==> src/rtl/serial_sub_pkg.sv <==
// Shared definitions for the bit-serial subtractor: FSM state encoding and
// counter sizing helper.
package serial_sub_pkg;

   typedef enum logic [1:0] {
      S_IDLE  = 2'd0,
      S_SHIFT = 2'd1,
      S_DONE  = 2'd2
   } state_e;

   localparam int WIDTH_DEFAULT = 8;

   // Bits needed to count 0..width-1; never below one bit.
   function automatic int cnt_width(input int width);
      if (width < 2) begin
         return 1;
      end else begin
         return $clog2(width);
      end
   endfunction

endpackage

==> src/rtl/serial_sub_full_sub.sv <==
// Purely combinational 1-bit full subtractor: diff = x - y - bi, bo = borrow out.
module full_sub (
   input  logic x,
   input  logic y,
   input  logic bi,
   output logic diff,
   output logic bo
);

   assign diff = x ^ y ^ bi;
   assign bo   = (~x & y) | (~(x ^ y) & bi);

endmodule

==> src/rtl/serial_sub.sv <==
// Bit-serial subtractor {bout, d} = a - b - bin, one bit per clock, LSB first.
// Define SERIAL_SUB_OVF_EN to add the registered signed-overflow output ovf.
module serial_sub
   import serial_sub_pkg::*;
#(
   parameter int WIDTH = WIDTH_DEFAULT
) (
   input  logic             clk,
   input  logic             rst,
   input  logic             start,
   input  logic [WIDTH-1:0] a,
   input  logic [WIDTH-1:0] b,
   input  logic             bin,
   output logic [WIDTH-1:0] d,
   output logic             bout,
   output logic             busy,
   output logic             done
`ifdef SERIAL_SUB_OVF_EN
   ,
   output logic             ovf
`endif
);

   localparam int CNT_W = cnt_width(WIDTH);
   localparam logic [CNT_W-1:0] CNT_LAST = CNT_W'(WIDTH - 1);

   state_e           state_q, state_d;
   logic [WIDTH-1:0] ra_q, ra_d;
   logic [WIDTH-1:0] rb_q, rb_d;
   logic [WIDTH-1:0] rd_q, rd_d;
   logic             br_q, br_d;
   logic [CNT_W-1:0] cnt_q, cnt_d;
   logic [WIDTH-1:0] d_q, d_d;
   logic             bout_q, bout_d;
   logic             busy_q, busy_d;
   logic             done_q, done_d;
   logic             x_s;
   logic             nb_s;
`ifdef SERIAL_SUB_OVF_EN
   logic             ovf_q, ovf_d;
`endif

   full_sub u_full_sub (
      .x    (ra_q[0]),
      .y    (rb_q[0]),
      .bi   (br_q),
      .diff (x_s),
      .bo   (nb_s)
   );

   // Next-state, datapath shifting and result capture.
   always_comb begin
      state_d = state_q;
      ra_d    = ra_q;
      rb_d    = rb_q;
      rd_d    = rd_q;
      br_d    = br_q;
      cnt_d   = cnt_q;
      d_d     = d_q;
      bout_d  = bout_q;
`ifdef SERIAL_SUB_OVF_EN
      ovf_d   = ovf_q;
`endif
      case (state_q)
         S_IDLE, S_DONE: begin
            if (start) begin
               ra_d    = a;
               rb_d    = b;
               br_d    = bin;
               cnt_d   = {CNT_W{1'b0}};
               state_d = S_SHIFT;
            end else begin
               state_d = S_IDLE;
            end
         end
         S_SHIFT: begin
            ra_d = {1'b0, ra_q[WIDTH-1:1]};
            rb_d = {1'b0, rb_q[WIDTH-1:1]};
            rd_d = {x_s, rd_q[WIDTH-1:1]};
            br_d = nb_s;
            if (cnt_q == CNT_LAST) begin
               d_d     = {x_s, rd_q[WIDTH-1:1]};
               bout_d  = nb_s;
`ifdef SERIAL_SUB_OVF_EN
               // br_q is the borrow into the MSB, nb_s the borrow out of it.
               ovf_d   = br_q ^ nb_s;
`endif
               cnt_d   = {CNT_W{1'b0}};
               state_d = S_DONE;
            end else begin
               cnt_d   = cnt_q + CNT_W'(1);
               state_d = S_SHIFT;
            end
         end
         default: begin
            state_d = S_IDLE;
         end
      endcase
      busy_d = (state_d == S_SHIFT);
      done_d = (state_d == S_DONE);
   end

   // State, datapath and output registers.
   always_ff @(posedge clk or posedge rst) begin
      if (rst) begin
         state_q <= S_IDLE;
         ra_q    <= {WIDTH{1'b0}};
         rb_q    <= {WIDTH{1'b0}};
         rd_q    <= {WIDTH{1'b0}};
         br_q    <= 1'b0;
         cnt_q   <= {CNT_W{1'b0}};
         d_q     <= {WIDTH{1'b0}};
         bout_q  <= 1'b0;
         busy_q  <= 1'b0;
         done_q  <= 1'b0;
`ifdef SERIAL_SUB_OVF_EN
         ovf_q   <= 1'b0;
`endif
      end else begin
         state_q <= state_d;
         ra_q    <= ra_d;
         rb_q    <= rb_d;
         rd_q    <= rd_d;
         br_q    <= br_d;
         cnt_q   <= cnt_d;
         d_q     <= d_d;
         bout_q  <= bout_d;
         busy_q  <= busy_d;
         done_q  <= done_d;
`ifdef SERIAL_SUB_OVF_EN
         ovf_q   <= ovf_d;
`endif
      end
   end

   assign d    = d_q;
   assign bout = bout_q;
   assign busy = busy_q;
   assign done = done_q;
`ifdef SERIAL_SUB_OVF_EN
   assign ovf  = ovf_q;
`endif

endmodule

==> config.mk <==
export PLATFORM = sky130hd
export DESIGN_NAME = serial_sub
export DESIGN_NICKNAME = d
export VERILOG_FILES = /design/src/rtl/serial_sub_pkg.sv /design/src/rtl/serial_sub_full_sub.sv /design/src/rtl/serial_sub.sv
export SDC_FILE = /design/constraint.sdc
export NUM_CORES = 1
export LEC_CHECK = 0
export CORE_ASPECT_RATIO = 0.5
export CORE_UTILIZATION = 61
export DETAILED_ROUTE_END_ITERATION = 12
export DONT_BUFFER_PORTS = 1
export PLACE_DENSITY = 0.77
export SETUP_SLACK_MARGIN = 0.15
export SLEW_MARGIN = 5
export SYNTH_ARGS = -nofsm -noshare
export SYNTH_HDL_FRONTEND = slang
export SYNTH_SLANG_ARGS = --single-unit
==> constraint.sdc <==
create_clock -name clk -period 2.3 [get_ports clk]
set_clock_uncertainty 0.05 [all_clocks]
set_input_delay 0.69 -clock clk [delete_from_list [all_inputs] [get_ports clk]]
set_output_delay 0.69 -clock clk [all_outputs]
set_load 0.02 [all_outputs]
==> flow_metrics.tcl, run 1 <==
set metrics [dict create \
    status "finished, final reports clean" \
    fin_crit_sh 0.785 \
    fp.dieH_um 39.2 \
    clk_latency_ps 290 \
    fin_tns_setup_ps 0 \
    drt_pass1_iterations 4 \
    reg2reg_from "cnt_q[0]" \
    async_flop_share 1.00 \
    synth_most_common_cell "dfrtp_1" \
    detail-route-antenna-nets 0 \
    slew_violations 0 \
    dpl.hpwl_um 2050 \
    syn_inst 154 \
    top_layer "met4" \
    leakagePower_uw 0.000863 \
    hp-class "in2async" \
    syn_avg_cell_area_sq_um 11.0 \
    dieArea_sq_um 3000 \
    cts_hold_repair.buffers 0 \
    hold_viol_final 0 \
    grt_use_total 0.230 \
    syn_area_sq_um 1690 \
    synthFlopType "dfrtp_1" \
    synthXorXnorAreaFrac 0 \
    synth.top_cells.by_count "dfrtp_1, nand2_1, nor2_1" \
    port-buffer-count 0 \
    p_seq_frac 0.482 \
    start_util 0.645 \
    switchingPower_uw 1020 \
    finalSetupViolCount 0 \
    cp_slowest_stage_delay_ps 430 \
    slowest_stage "nand3b_1" \
    rsz0062_at_grt "false" \
    coreArea_sq_um 2620 \
    crit_path_frequent_cell "ha_1" \
    wl_met3_um 134 \
    grt_pass1_wl_um 4920 \
    start_kind "flop" \
    crit_required_ps 2430 \
    endpoint "d[4]" \
    synth_nets 177 \
    ys_top_cells_by_area "dfrtp_1, mux2_2, nand2_1" \
    die_x_um 76.4 \
    synth-compound-area-share 0.108 \
    timing.fmax_mhz 554 \
    grt_pass1_vias 1093 \
    synthAdderAreaFrac 0.0266 \
    power.density_nw_per_um2 1530 \
    clkTransAtPathRegs_ps 80 \
    synth_cell_types 24 \
    antenna_cells 0 \
    wl_met2_um 1360 \
    wl_met1_um 1410 \
    maxSlewHeadroom 0.618 \
    endpoint_kind "flop" \
    power_frac_comb 0.309 \
    power_switching_share 0.360 \
    p_clk_frac 0.208 \
    crit_fanout 12 \
    wl_per_cell_um 15.1 \
    r2r_end "d[4]" \
    io_pins 31 \
    antenna_found_initial 0 \
    fin_nets 180 \
    reg2reg_slack_ps 490 \
    worst-r2r-cell-count 4 \
    cts_made_buffers 5 \
    synth_edf_count 0 \
    fillerInstances 195 \
    ys_seq_elements 40 \
    tightest_slew_ps 571 \
    drv_cap 0 \
    cp_cell_sequence "ha_1 -> ha_1 -> nand3b_1 -> mux2_2" \
    cts_post_setup_buffers_inserted 0 \
    muxShareOfSynthArea 0.0896 \
    area_growth_pct 9.55 \
    rows 13 \
    drive_gt1_frac 0.146 \
    drt-total-wl_um 2940 \
    min_period_ps 1810 \
    p_int_uw 1820 \
    holdWs_ps 265 \
    synth_top_area_frac 0.592 \
    yosys_warnings 0 \
    crit_type "reg2reg" \
    grt_max_degree 18 \
    h-tree-depth 2 \
    arrival_ps 1930 \
    synth-seq-area-share 0.592 \
    vias 1098 \
    root_buffer "clkbuf_8" \
    post_cts_resized 0 \
    gp_congestion 0.750 \
    yosys.area_share.simple 0.142 \
    initialDrtViolationCount 44 \
    viasPerCell 5.63 \
    clockBufferDepth 2 \
    startpoint "cnt_q[0]" \
    synth_top_family_by_area "simple AND/OR/NAND/NOR gates" \
    cts_tree "yes" \
    gr-total-overflow 0 \
    drc_errors 0 \
    clock_sink_count 40 \
    irDropWorstVdd_v 0.000752 \
    yosys.area.top_type "dfrtp_1" \
]
-- state kept, by name, summed over array words and instances, names as in the netlist --
name and flops:
ra_q 8, busy 1, rb_q 8, done 1, rd_q 7, state_q 2, d 8, cnt_q 3
bout 1, br_q 1
-- cell families (layout without fill, tap and decap cells) --
| kind of cell | count (synthesis) | after routing |
|---|---|---|
| AOI/OAI and AO/OA | 28 | 28 |
| and+or+nand+nor | 54 | 54 |
| buffers and inverters | 15 | 19 |
| DFF | 40 | 40 |
| adders and majority gates | 3 | 3 |
| muxes | 14 | 14 |
-- worst max-delay path, delay by kind of cell (launching register included) --
kind / cells / cell delay [ps]
adder cells (fa/ha/maj): 2 / 410
AND/OR/NAND/NOR: 1 / 430
multiplexers: 1 / 400
flip-flops: 1 / 400
-- stage by stage --
step / setup slack (ps) / power (uW) / utilization / std cells / area (sq um)
final: 494 / 2840 / 0.707 / 195 / 1850
after detailed placement: 480 / 2260 / 0.661 / 187 / 1730
after CTS: 484 / 2870 / 0.707 / 195 / 1850
after global routing: 374 / 3070 / 0.707 / 195 / 1850
after global placement: 554 / 2200 / 0.661 / 187 / 1730
after floorplan: 642 / 2050 / - / 154 / 1690
-- worst min path at each step --
stage | from | endpoint | slack [ps] | cells past startpoint
3_5_place_dp | rd_q[1] | rd_q[1] | 410 | 2
6_report | rst | d[4] | 270 | 1
3_3_place_gp | rd_q[1] | rd_q[1] | 410 | 2
2_1_floorplan | rd_q[1] | rd_q[1] | 390 | 2
4_1_cts | rst | d[7] | 270 | 1
5_1_grt | rst | d[1] | 310 | 1
-- layout by cell type (no fill, tap or decap), types with 2 or more instances in the layout --
cell type,netlist,final
mux2i_1,5,5
a22o_1,3,3
nor2b_1,6,6
mux2_2,9,9
clkbuf_8,0,6
nand3_1,2,2
dfrtp_1,40,40
a211oi_1,4,4
o22ai_1,9,9
nand2b_1,2,2
inv_1,5,5
nand2_1,23,23
o21ai_0,4,4
nor2_1,11,11
a21oi_1,5,5
ha_1,2,2
nor3_1,9,9
buf_4,0,6
-- cell type report --
class / count / area, sq um / area share
clock buffer: 6 / 82.6 / 0.0446
timing repair buffer: 6 / 45.0 / 0.0243
multi-input combinational: 99 / 619 / 0.334
tap: 37 / 46.3 / 0.0250
sequential: 40 / 1000 / 0.541
clock inverter: 2 / 38.8 / 0.0209
inverter: 5 / 18.8 / 0.0101
-- power by group through the flow --
| stage | logic, uW | clock network [uW] | registers, uW |
|---|---|---|---|
| after floorplan | 751 | 0 | 1290 |
| after global placement | 840 | 0 | 1360 |
| after detailed placement | 882 | 0 | 1380 |
| after CTS | 890 | 610 | 1370 |
| after global routing | 1030 | 634 | 1410 |
| final | 877 | 591 | 1370 |
-- per-layer routing --
metal	vias to the layer above	GRT usage
met5	-	0
met4	0	0.106
met3	4	0.0753
met2	22	0.376
met1	539	0.289
li1	533	-
No activity file was read; power rests on OpenSTA's default activity.
==> run 2: changes to the inputs <==
==> constraint.sdc (replaced) <==
create_clock -name clk -period 1.82 [get_ports clk]
set_clock_uncertainty 0.05 [all_clocks]
set_input_delay 0.546 -clock clk [delete_from_list [all_inputs] [get_ports clk]]
set_output_delay 0.546 -clock clk [all_outputs]
set_load 0.02 [all_outputs]
==> flow_metrics.tcl, run 2 (synthesis results as in run 1) <==
set metrics [dict create \
    status "finished, final reports clean" \
    cts_tree "yes" \
    arrival_ps 1730 \
    cts_made_buffers 5 \
    antenna_cells 0 \
    grt_use_total 0.214 \
    port-buffer-count 0 \
    rsz0062_at_grt "false" \
    fin_tns_setup_ps 0 \
    clockBufferDepth 2 \
    final_cell_mix "dfrtp_1, nand2_1, nor2_1" \
    hold_viol_final 0 \
    drc_errors 0 \
    timing.fmax_mhz 623 \
    endpoint_kind "flop" \
    drt_pass1_iterations 4 \
    start_util 0.645 \
    gr-total-overflow 0 \
    crit_required_ps 1950 \
    die_x_um 76.4 \
    crit_fanout 12 \
    min_period_ps 1600 \
    clkTransAtPathRegs_ps 70 \
    vias 1087 \
    area_growth_pct 10.3 \
    drv_cap 0 \
    coreArea_sq_um 2620 \
    io_pins 31 \
    cts_hold_repair.buffers 0 \
    clk_latency_ps 290 \
    dpl.hpwl_um 1880 \
    cp_slowest_stage_delay_ps 400 \
    cp_cell_sequence "ha_1 -> ha_1 -> nand3b_1 -> buf_4 -> mux2_2" \
    crit_type "reg2reg" \
    fin_crit_sh 0.881 \
    dieArea_sq_um 3000 \
    fin_nets 181 \
    antenna_found_initial 0 \
    holdWs_ps 205 \
    grt_pass1_wl_um 4660 \
    maxSlewHeadroom 0.677 \
    slew_violations 0 \
    cts_post_setup_buffers_inserted 0 \
    gp_congestion 0.737 \
    rows 13 \
    irDropWorstVdd_v 0.000975 \
    detail-route-antenna-nets 0 \
    start_kind "flop" \
    leakagePower_uw 0.000870 \
    finalSetupViolCount 0 \
    grt_max_degree 41 \
    initialDrtViolationCount 33 \
    clock_sink_count 40 \
    wl_per_cell_um 14.8 \
    root_buffer "clkbuf_8" \
    crit_path_frequent_cell "ha_1" \
    viasPerCell 5.55 \
    power.density_nw_per_um2 1950 \
    hp-class "in2async" \
    tightest_slew_ps 485 \
    post_cts_resized 0 \
    drive_gt1_frac 0.151 \
    final_common_cell "dfrtp_1" \
    drt-total-wl_um 2910 \
    slowest_stage "dfrtp_1" \
    fp.dieH_um 39.2 \
    grt_pass1_vias 1027 \
    h-tree-depth 2 \
]
-- run 2: changes by cell type in the layout (fill, tap and decap cells not counted) --
| cell | change |
|---|---|
| clkbuf_8 | +1 |
| buf_4 | +1 |
| clkinv_4 | -1 |
-- run 2: where the power goes --
group / internal, uW / total (uW) / switching, uW
Sequential: 1300 / 1700 / 395
Combinational: 562 / 1160 / 594
Clock: 484 / 789 / 305
-- run 2: per-stage QoR --
| step | std cells | setup WS (ps) | utilization | instance area (sq um) | power (uW) |
|---|---|---|---|---|---|
| global route | 196 | 165 | 0.712 | 1860 | 3900 |
| global placement | 188 | 250 | 0.664 | 1740 | 2800 |
| detailed placement | 188 | 218 | 0.664 | 1740 | 2870 |
| CTS | 196 | 213 | 0.712 | 1860 | 3660 |
| floorplan | 154 | 210 | - | 1690 | 2580 |
| finish | 196 | 216 | 0.712 | 1860 | 3640 |
-- run 2: final timing paths --
check                          end     start  cells after the start  slack, ps
setup / recovery              d[3]  cnt_q[0]                      5        220
hold / removal             rb_q[1]       rst                      2        200
setup reg to reg              d[3]  cnt_q[0]                      5        220
hold reg to reg            rd_q[1]   rd_q[1]                      2        430
max in group asynchronous  ra_q[7]       rst                      2       1180
min in group clk           ra_q[2]      a[2]                      2        330
-- run 2: layout make-up --
class                           instances  area [sq um]
Clock buffer                            7          96.3
Clock inverter                          1          30.0
Fill cell                             192           754
Inverter                                5          18.8
Multi-Input combinational cell         99           619
Sequential cell                        40          1000
Tap cell                               37          46.3
Timing Repair Buffer                    7          52.6
-- run 2: per-layer routing --
metal  track usage  vias up  share of wire
met5             0        -              0
met3        0.0800        2          0.057
met4        0.0433        0         0.0059
li1              -      534              -
met1         0.260      518           0.49
met2         0.378       33           0.45
-- run 2: worst max-delay path, delay by kind of cell (launching register included) --
family | cells | cell delay [ps]
flip-flops | 1 | 400
adder cells (fa/ha/maj) | 2 | 420
buffers and inverters | 1 | 190
multiplexers | 1 | 350
AND/OR/NAND/NOR | 1 | 90
==> run 3: changes to the inputs <==
--- a/config.mk
+++ b/config.mk
@@ -6,10 +6,9 @@
 export NUM_CORES = 1
 export LEC_CHECK = 0
 export CORE_ASPECT_RATIO = 0.5
-export CORE_UTILIZATION = 61
+export CORE_UTILIZATION = 51
 export DETAILED_ROUTE_END_ITERATION = 12
-export DONT_BUFFER_PORTS = 1
-export PLACE_DENSITY = 0.77
+export PLACE_DENSITY = 0.78
 export SETUP_SLACK_MARGIN = 0.15
 export SLEW_MARGIN = 5
 export SYNTH_ARGS = -nofsm -noshare
==> flow_metrics.tcl, run 3 (synthesis results as in run 1) <==
set metrics [dict create \
    status "finished, final reports clean" \
    switchingPower_uw 1350 \
    antenna_found_initial 0 \
    slew_violations 0 \
    power_frac_comb 0.420 \
    fillerInstances 240 \
    power.density_nw_per_um2 1690 \
    dp_cells 224 \
    irDropWorstVdd_v 0.000915 \
    vias 1211 \
    initialDrtViolationCount 24 \
    reg2reg_from "cnt_q[0]" \
    final_common_cell "dfrtp_1" \
    cts_tree "yes" \
    grt_pass1_vias 1210 \
    hold_viol_final 0 \
    fp.dieH_um 42.7 \
    h-tree-depth 2 \
    arrival_ps 1010 \
    wl_per_cell_um 13.7 \
    drt-total-wl_um 3160 \
    detail-route-antenna-nets 0 \
    tightest_slew_ps 391 \
    cts_made_buffers 5 \
    final_cell_area_sq_um 2170 \
    worstHoldStart "rd_q[1]" \
    drc_errors 0 \
    cts_post_setup_buffers_inserted 0 \
    leakagePower_uw 0.00102 \
    cp_cell_sequence "dlygate4sd2_1" \
    start_kind "flop" \
    clk_latency_ps 290 \
    clkTransAtPathRegs_ps 80 \
    finalSetupViolCount 0 \
    p_seq_frac 0.424 \
    crit_fanout 2 \
    hp-class "reg2reg" \
    cp_slowest_stage_delay_ps 390 \
    maxSlewHeadroom 0.739 \
    grt_pass1_wl_um 5550 \
    crit_type "reg2out" \
    drt_pass1_iterations 4 \
    p_clk_frac 0.156 \
    clockBufferDepth 2 \
    path_buf_inv 1 \
    rows 14 \
    min_period_ps 1600 \
    startpoint "bout" \
    fin_crit_sh 0.882 \
    fin_nets 214 \
    gr-total-overflow 0 \
    holdWs_ps 444 \
    viasPerCell 5.24 \
    die_x_um 83.4 \
    grt_use_total 0.210 \
    io_pins 31 \
    dieArea_sq_um 3560 \
    power_switching_share 0.368 \
    cts_hold_repair.buffers 0 \
    fin_cells 231 \
    rsz0062_at_grt "false" \
    dpl.hpwl_um 2190 \
    endpoint_kind "output pin" \
    clock_sink_count 40 \
    slowest_stage "dfrtp_1" \
    antenna_cells 0 \
    grt_max_degree 41 \
    critical_path.top_delay_family "flip-flops" \
    area_growth_pct 28.5 \
    start_util 0.548 \
    timing.fmax_mhz 623 \
    crit_required_ps 1220 \
    root_buffer "clkbuf_8" \
    p_int_uw 2320 \
    final_cell_mix "dfrtp_1, nand2_1, clkdlybuf4s50_1" \
    port-buffer-count 30 \
    dpl_cell_area_sq_um 2100 \
    gp_congestion 0.749 \
    drv_cap 0 \
    drive_gt1_frac 0.141 \
    coreArea_sq_um 3080 \
]
==> run 3: cell count changes in the layout (fill, tap and decap cells not counted) <==
cell             before  now
ha_1                  2    1
bufinv_16             1    0
clkbuf_8              7    5
ha_2                  0    1
buf_12                0    3
clkdlybuf4s50_1       0   19
clkinvlp_4            0    1
dlygate4sd2_1         0   11
clkinv_2              0    1
==> run 3: timing repair <==
item / in CTS / in global routing
gates resized for setup: 11 / 1
endpoints found under the hold margin: 0 / 0
endpoints found under the setup margin: 11 / 8
pin swaps: 0 / 0
==> run 3: final cells by class <==
cell class | count | area (sq um) | share of cell area
flip-flops and latches | 40 | 1000 | 0.461
multi-input cells | 99 | 622 | 0.286
repair buffers | 40 | 399 | 0.184
clock buffers | 5 | 68.8 | 0.0317
well taps | 40 | 50.0 | 0.0230
inverters | 5 | 18.8 | 0.00864
clock inverters | 2 | 12.5 | 0.00576
==> run 3: layer usage <==
layer,vias to the layer above,GRT usage,wire length (um)
met3,4,0.0642,120
li1,600,-,-
met2,23,0.325,1380
met5,-,0,0
met4,0,0.0915,39
met1,584,0.279,1620
==> run 3: worst min-delay path: stages (launching register included) <==
cell	delay [ps]
dfrtp_1	360
nand2_1	50
nand2_1	60
==> run 3: metrics by stage <==
step	setup WS, ps	TNS [ps]	power [uW]	utilization
floorplan	210	0	2580	-
global placement	1.86	0	3110	0.682
detailed placement	-25.6	-25.6	3190	0.682
CTS	186	0	3680	0.704
global route	151	0	3940	0.705
finish	216	0	3660	0.705
==> run 3: path summary, 6_finish.rpt <==
path	end	slack, ps	cells past startpoint
min in group asynchronous	rb_q[7]	550	3
hold reg to reg	rd_q[1]	440	2
hold / removal	rd_q[1]	440	2
setup reg to reg	d[3]	220	5
max in group asynchronous	rb_q[3]	980	3
setup / recovery	bout	220	1
==> run 3: power by group through the flow <==
stage	Sequential (uW)	Clock, uW	Combinational, uW
global placement	1550	0	1560
detailed placement	1570	0	1620
floorplan	1640	0	949
global route	1600	612	1720
finish	1550	570	1540
CTS	1550	583	1550
